--- config.mk ---
export PLATFORM = sky130hd
export DESIGN_NAME = if_pc_stage
export DESIGN_NICKNAME = d
export VERILOG_FILES = /design/src/rtl/arm_pipe_pkg.sv /design/src/rtl/pc_next_sel.sv /design/src/rtl/if_pc_stage.sv
export SDC_FILE = /design/constraint.sdc
export NUM_CORES = 1
export LEC_CHECK = 0
export BUFFER_PORTS_ARGS = -buffer_cell sky130_fd_sc_hd__buf_2
export CAP_MARGIN = 40
export CORE_UTILIZATION = 48
export CTS_CLUSTER_SIZE = 16
export DETAILED_ROUTE_END_ITERATION = 10
export PLACE_DENSITY_LB_ADDON = 0.12
export REMOVE_ABC_BUFFERS = 1
export SLEW_MARGIN = 20
export SYNTH_ARGS = -nofsm -noshare
export SYNTH_HDL_FRONTEND = slang
export SYNTH_SLANG_ARGS = --single-unit
export TNS_END_PERCENT = 5
--- constraint.sdc ---
create_clock -name clk -period 2.5 [get_ports clk]
set_clock_uncertainty 0.1 [all_clocks]
set_input_delay 0.25 -clock clk [delete_from_list [all_inputs] [get_ports clk]]
set_output_delay 0.25 -clock clk [all_outputs]
set_load 0.05 [all_outputs]
--- src/rtl/arm_pipe_pkg.sv ---
// Shared types and constants for the ARMv8 pipeline fetch path.
// Pure declarations: no latency, no backpressure.
package arm_pipe_pkg;

    typedef enum logic [1:0] {
        S_FETCH = 2'd0,
        S_WAIT  = 2'd1,
        S_HOLD  = 2'd2,
        S_DRAIN = 2'd3
    } fetch_state_t;

    localparam int unsigned PC_INC    = 4;
    localparam logic [31:0] NOP_INSTR = 32'hD503201F;

endpackage

--- src/rtl/pc_next_sel.sv ---
// Next-PC former: sequential PC+4 or word-aligned branch target.
// Purely combinational (zero latency), no backpressure.
module pc_next_sel
    import arm_pipe_pkg::*;
#(
    parameter int ADDR_W = 64
) (
    input  logic [ADDR_W-1:0] i_pc,
    input  logic [ADDR_W-1:0] i_target,
    input  logic              i_sel,
    output logic [ADDR_W-1:0] o_next_pc
);

    logic [ADDR_W-1:0] w_seq_pc;
    logic [ADDR_W-1:0] w_target_aligned;

    // Addition wraps naturally at 2^ADDR_W.
    assign w_seq_pc         = i_pc + ADDR_W'(PC_INC);
    assign w_target_aligned = i_target & ~(ADDR_W'(PC_INC - 1));
    assign o_next_pc        = i_sel ? w_target_aligned : w_seq_pc;

endmodule

--- src/rtl/if_pc_stage.sv ---
// Instruction-fetch stage: PC register, fetch FSM, IF/ID register; 2 cycles/instr at 1-cycle memory.
// stall holds PC and IF/ID (a response arriving during stall is parked in a hold buffer).
module if_pc_stage
    import arm_pipe_pkg::*;
#(
    parameter int              ADDR_W   = 64,
    parameter int              INSTR_W  = 32,
    parameter logic [ADDR_W-1:0] RESET_PC = '0
) (
    input  logic               clk,
    input  logic               rst_n,
    input  logic               pc_src,
    input  logic [ADDR_W-1:0]  branch_target,
    input  logic               stall,
    input  logic               flush,
    output logic               imem_req,
    output logic [ADDR_W-1:0]  imem_addr,
    input  logic               imem_valid,
    input  logic [INSTR_W-1:0] imem_rdata,
    output logic [ADDR_W-1:0]  ifid_pc,
    output logic [INSTR_W-1:0] ifid_instr,
    output logic               ifid_valid
);

    fetch_state_t        r_state;
    fetch_state_t        w_state_nxt;
    logic [ADDR_W-1:0]   r_pc;
    logic [INSTR_W-1:0]  r_hold;
    logic [ADDR_W-1:0]   r_ifid_pc;
    logic [INSTR_W-1:0]  r_ifid_instr;
    logic                r_ifid_valid;

    logic                w_load;
    logic                w_hold_cap;
    logic [INSTR_W-1:0]  w_load_instr;
    logic [ADDR_W-1:0]   w_next_pc;

    pc_next_sel #(.ADDR_W(ADDR_W)) u_pc_next_sel (
        .i_pc      (r_pc),
        .i_target  (branch_target),
        .i_sel     (pc_src),
        .o_next_pc (w_next_pc)
    );

    always_comb begin
        w_state_nxt  = r_state;
        w_load       = 1'b0;
        w_hold_cap   = 1'b0;
        w_load_instr = imem_rdata;
        case (r_state)
            S_FETCH: w_state_nxt = pc_src ? S_DRAIN : S_WAIT;
            S_WAIT: begin
                if (imem_valid) begin
                    if (pc_src) begin
                        w_state_nxt = S_FETCH;
                    end else if (!stall) begin
                        w_load      = 1'b1;
                        w_state_nxt = S_FETCH;
                    end else begin
                        w_hold_cap  = 1'b1;
                        w_state_nxt = S_HOLD;
                    end
                end else if (pc_src) begin
                    // Request still in flight: its response must be swallowed.
                    w_state_nxt = S_DRAIN;
                end
            end
            S_HOLD: begin
                if (pc_src) begin
                    w_state_nxt = S_FETCH;
                end else if (!stall) begin
                    w_load       = 1'b1;
                    w_load_instr = r_hold;
                    w_state_nxt  = S_FETCH;
                end
            end
            S_DRAIN: begin
                if (imem_valid) begin
                    w_state_nxt = S_FETCH;
                end
            end
            default: w_state_nxt = S_FETCH;
        endcase
    end

    always_ff @(posedge clk or negedge rst_n) begin
        if (!rst_n) begin
            r_state <= S_FETCH;
        end else begin
            r_state <= w_state_nxt;
        end
    end

    // A flushed load does not advance the PC, so the same address is refetched.
    always_ff @(posedge clk or negedge rst_n) begin
        if (!rst_n) begin
            r_pc <= RESET_PC;
        end else if (pc_src || (w_load && !flush)) begin
            r_pc <= w_next_pc;
        end
    end

    always_ff @(posedge clk or negedge rst_n) begin
        if (!rst_n) begin
            r_hold <= '0;
        end else if (pc_src) begin
            r_hold <= '0;
        end else if (w_hold_cap) begin
            r_hold <= imem_rdata;
        end
    end

    always_ff @(posedge clk or negedge rst_n) begin
        if (!rst_n) begin
            r_ifid_pc    <= '0;
            r_ifid_instr <= '0;
            r_ifid_valid <= 1'b0;
        end else if (pc_src || flush) begin
            r_ifid_instr <= INSTR_W'(NOP_INSTR);
            r_ifid_valid <= 1'b0;
        end else if (w_load) begin
            r_ifid_pc    <= r_pc;
            r_ifid_instr <= w_load_instr;
            r_ifid_valid <= 1'b1;
        end else if (!stall) begin
            r_ifid_valid <= 1'b0;
        end
    end

    // Gated by rst_n so no request escapes while reset is held.
    assign imem_req   = rst_n && (r_state == S_FETCH);
    assign imem_addr  = r_pc;
    assign ifid_pc    = r_ifid_pc;
    assign ifid_instr = r_ifid_instr;
    assign ifid_valid = r_ifid_valid;

endmodule

==> results.ini <==
[status]
status=finished clean

[grt]
grt_pass1_vias=8798
grt_max_degree=72
grt_pass1_wl_um=46100
antenna_found_initial=0
grt-ovfl-total=0
grt_usage=0.293

[synthesis]
synthCells=1066
syn_area_um2=9480
synth.area.top_cells=dfrtp_1 (50%), nand2_1 (13%), o21ai_0 (4.5%)
yosysTopAreaCell=dfrtp_1
yosys_warnings=0
synth-seq-cells=191
synth_edf_count=0
syn-mean-instance-area_um2=8.89
synth.top_cell.area_share=0.504
synthDistinctLibCells=60
async_flop_share=1.00
yosysSeqAreaShare=0.504
synth-main-ff-cell=dfrtp_1

[sta]
rsz0062_at_grt=true
worst_pin_slew_ns=0.632
relSlewSlack=0.579
fin_crit_ns=2.39
hold_viol=0
post-route-period-util=0.957
finalSetupViolCount=0
fin_ws_ns=0.108
setup_tns_ns=0
max_clock_freq_mhz=418
slew_viol_final=0

[routing]
ant_nets=0
routed_via_density=5.48
dr.first_iter.drc_count=523
dr.pass1.iters=6
drc_errors=0
wl_um=29200
routed-via-count=9399
wl_per_cell_um=17.1

[clocking]
tritoncts=done
clock_latency_ns=0.45
cts_buffers=17
clock_path_buffers=2
clock-sinks=191
h-tree-depth=4
root_buffer=clkbuf_16
clk_pin_slew_worst_paths_ns=0.08

[critical_path]
endpoint_kind=register
required_ns=2.78
r2r_start=r_state[0]$_DFFE_PN0P_
critPathMaxFanout=11
arrival_ns=2.68
rrSetupSlack_ns=0.11
r2r_end=imem_addr[47]$_DFFE_PN0P_
cp-start-kind=register
crit_type=register to register
reg2reg_depth=8

[finish]
stdcell_count=1714
antenna_cells=0
nNetsFinal=1544
synthToLayoutAreaGrowth_pct=37.6
fillers=1671
final_area_um2=13000
layout-drive-gt1-share=0.276

[placement]
dp_hpwl_um=20300
place_area_um2=11500
dp.cells=1592
port_buffers=257
globalplace.congestion=0.877
place_ws_ns=-0.0444

[die]
core_area_um2=19400
dieWidth_um=143
io_pins=264
die_h_um=143
rows=51
start_util=0.489
die-area_um2=20300

[min_path]
min_path_type=primary input to register
min_from=branch_target[33]
min_delay_path_depth=4
min_to=imem_addr[33]$_DFFE_PN0P_

[run]
cap_violations=0

[power]
ir_drop_uv=477
p_leak_nw=6.29
finalPower_mw=11.2
powerDensity_nw_per_um2=857

logic make-up after synthesis:
kind of cell / count (synthesis) / share of synthesized area
flops: 191 / 0.504
compound gates: 207 / 0.141
other cells: 1 / 0.000396
xor+xnor: 2 / 0.00185
fa+ha+maj: 6 / 0.00792
mux: 42 / 0.0446
simple gates: 528 / 0.262
buf+inv: 89 / 0.0381
sequential cells by signal (all words and copies together), names as in the netlist:
| register | count |
|---|---|
| ifid_instr | 32 |
| r_hold | 32 |
| ifid_valid | 1 |
| imem_addr | 62 |
| ifid_pc | 62 |
| r_state | 2 |
critical path: stages (launching register included):
cell and delay [ns]:
dfrtp_1 0.38, inv_1 0.10, ha_4 0.28, or4b_4 0.49, nor2_4 0.20, buf_4 0.23
nand4_1 0.14, or3_1 0.33, nand3_1 0.08
metal layers:
layer | vias up | track usage | wire, µm
met4 | 0 | 0.0826 | 481
met5 | - | 0 | 0
met2 | 301 | 0.456 | 13400
li1 | 4529 | - | -
met1 | 4528 | 0.415 | 13600
met3 | 41 | 0.0575 | 1730
synthesized netlist by cell type, drive strengths merged, types with 2 or more instances:
| cell type | number |
|---|---|
| a31o | 3 |
| o21a | 2 |
| and4 | 4 |
| o21bai | 8 |
| mux2i | 40 |
| and2 | 11 |
| xnor2 | 2 |
| o21ai | 85 |
| nand4 | 47 |
| mux2 | 2 |
| and3 | 13 |
| a22oi | 6 |
| ha | 6 |
| a21o | 8 |
| nor3 | 16 |
| or4 | 16 |
| nand2 | 324 |
| o31a | 2 |
| nor4 | 15 |
| o211ai | 25 |
| dfrtp | 191 |
| or4b | 3 |
| nand3 | 38 |
| inv | 14 |
| a221o | 12 |
| o311ai | 14 |
| buf | 19 |
| clkbuf | 56 |
| a21oi | 23 |
| a31oi | 11 |
| or3 | 8 |
| nor2 | 25 |
cells in the final DEF (no fill, tap or decap), types with 9 or more instances in the layout:
master,netlist,final
a221o_1,12,12
nand4_1,47,47
dfrtp_1,191,191
and3_1,13,12
dlygate4sd3_1,0,84
nor4_1,13,11
a31oi_1,11,11
nor2_1,24,24
buf_4,4,74
clkbuf_16,0,17
inv_1,14,13
nor3_1,16,16
and2_1,11,9
o211ai_1,25,25
mux2i_1,40,40
nand3_1,37,36
buf_2,7,256
o311ai_0,14,11
a21oi_1,23,22
or4_1,13,13
nand2_1,324,323
o21ai_0,85,85
how the worst max path moves through the flow:
stage | start | end | slack [ns]
6_report | r_state[0]$_DFFE_PN0P_ | imem_addr[47]$_DFFE_PN0P_ | 0.11
5_1_grt | r_state[0]$_DFFE_PN0P_ | imem_addr[32]$_DFFE_PN0P_ | -0.04
4_1_cts | r_state[0]$_DFFE_PN0P_ | imem_addr[16]$_DFFE_PN0P_ | 0.0003
3_5_place_dp | r_state[0]$_DFFE_PN0P_ | imem_addr[16]$_DFFE_PN0P_ | -0.04
3_3_place_gp | r_state[0]$_DFFE_PN0P_ | imem_addr[18]$_DFFE_PN0P_ | 0.04
2_1_floorplan | r_state[0]$_DFFE_PN0P_ | imem_addr[63]$_DFFE_PN0P_ | -1.93
final cells by class:
| type | count | area (µm²) | area share |
|---|---|---|---|
| Clock buffer | 17 | 425 | 0.0326 |
| Clock inverter | 15 | 200 | 0.0153 |
| Inverter | 14 | 52.6 | 0.00403 |
| Multi-Input combinational cell | 789 | 4400 | 0.337 |
| Sequential cell | 191 | 4780 | 0.366 |
| Tap cell | 265 | 332 | 0.0254 |
| Timing Repair Buffer | 423 | 2860 | 0.219 |
report_power, final:
| group | internal (mW) | switching (mW) |
|---|---|---|
| combinational | 1.15 | 3.06 |
| clock | 1.54 | 1.38 |
| sequential | 3.65 | 0.411 |
| total | 6.33 | 4.85 |
stage by stage:
step	hold WS, ns	util
floorplan	-0.146	-
global placement	0.0200	0.592
detailed placement	0.0173	0.592
CTS	0.00312	0.668
global route	0.0268	0.673
finish	0.0110	0.673
what timing repair did:
item                                    CTS  global route
hold buffers                             84             0
gates resized for setup                   3             7
endpoints found under the setup margin    6            35
buffers inserted                          2             3
pin swaps                                 1             3
endpoints found under the hold margin   166             0
(Power assumes the default switching activity.)
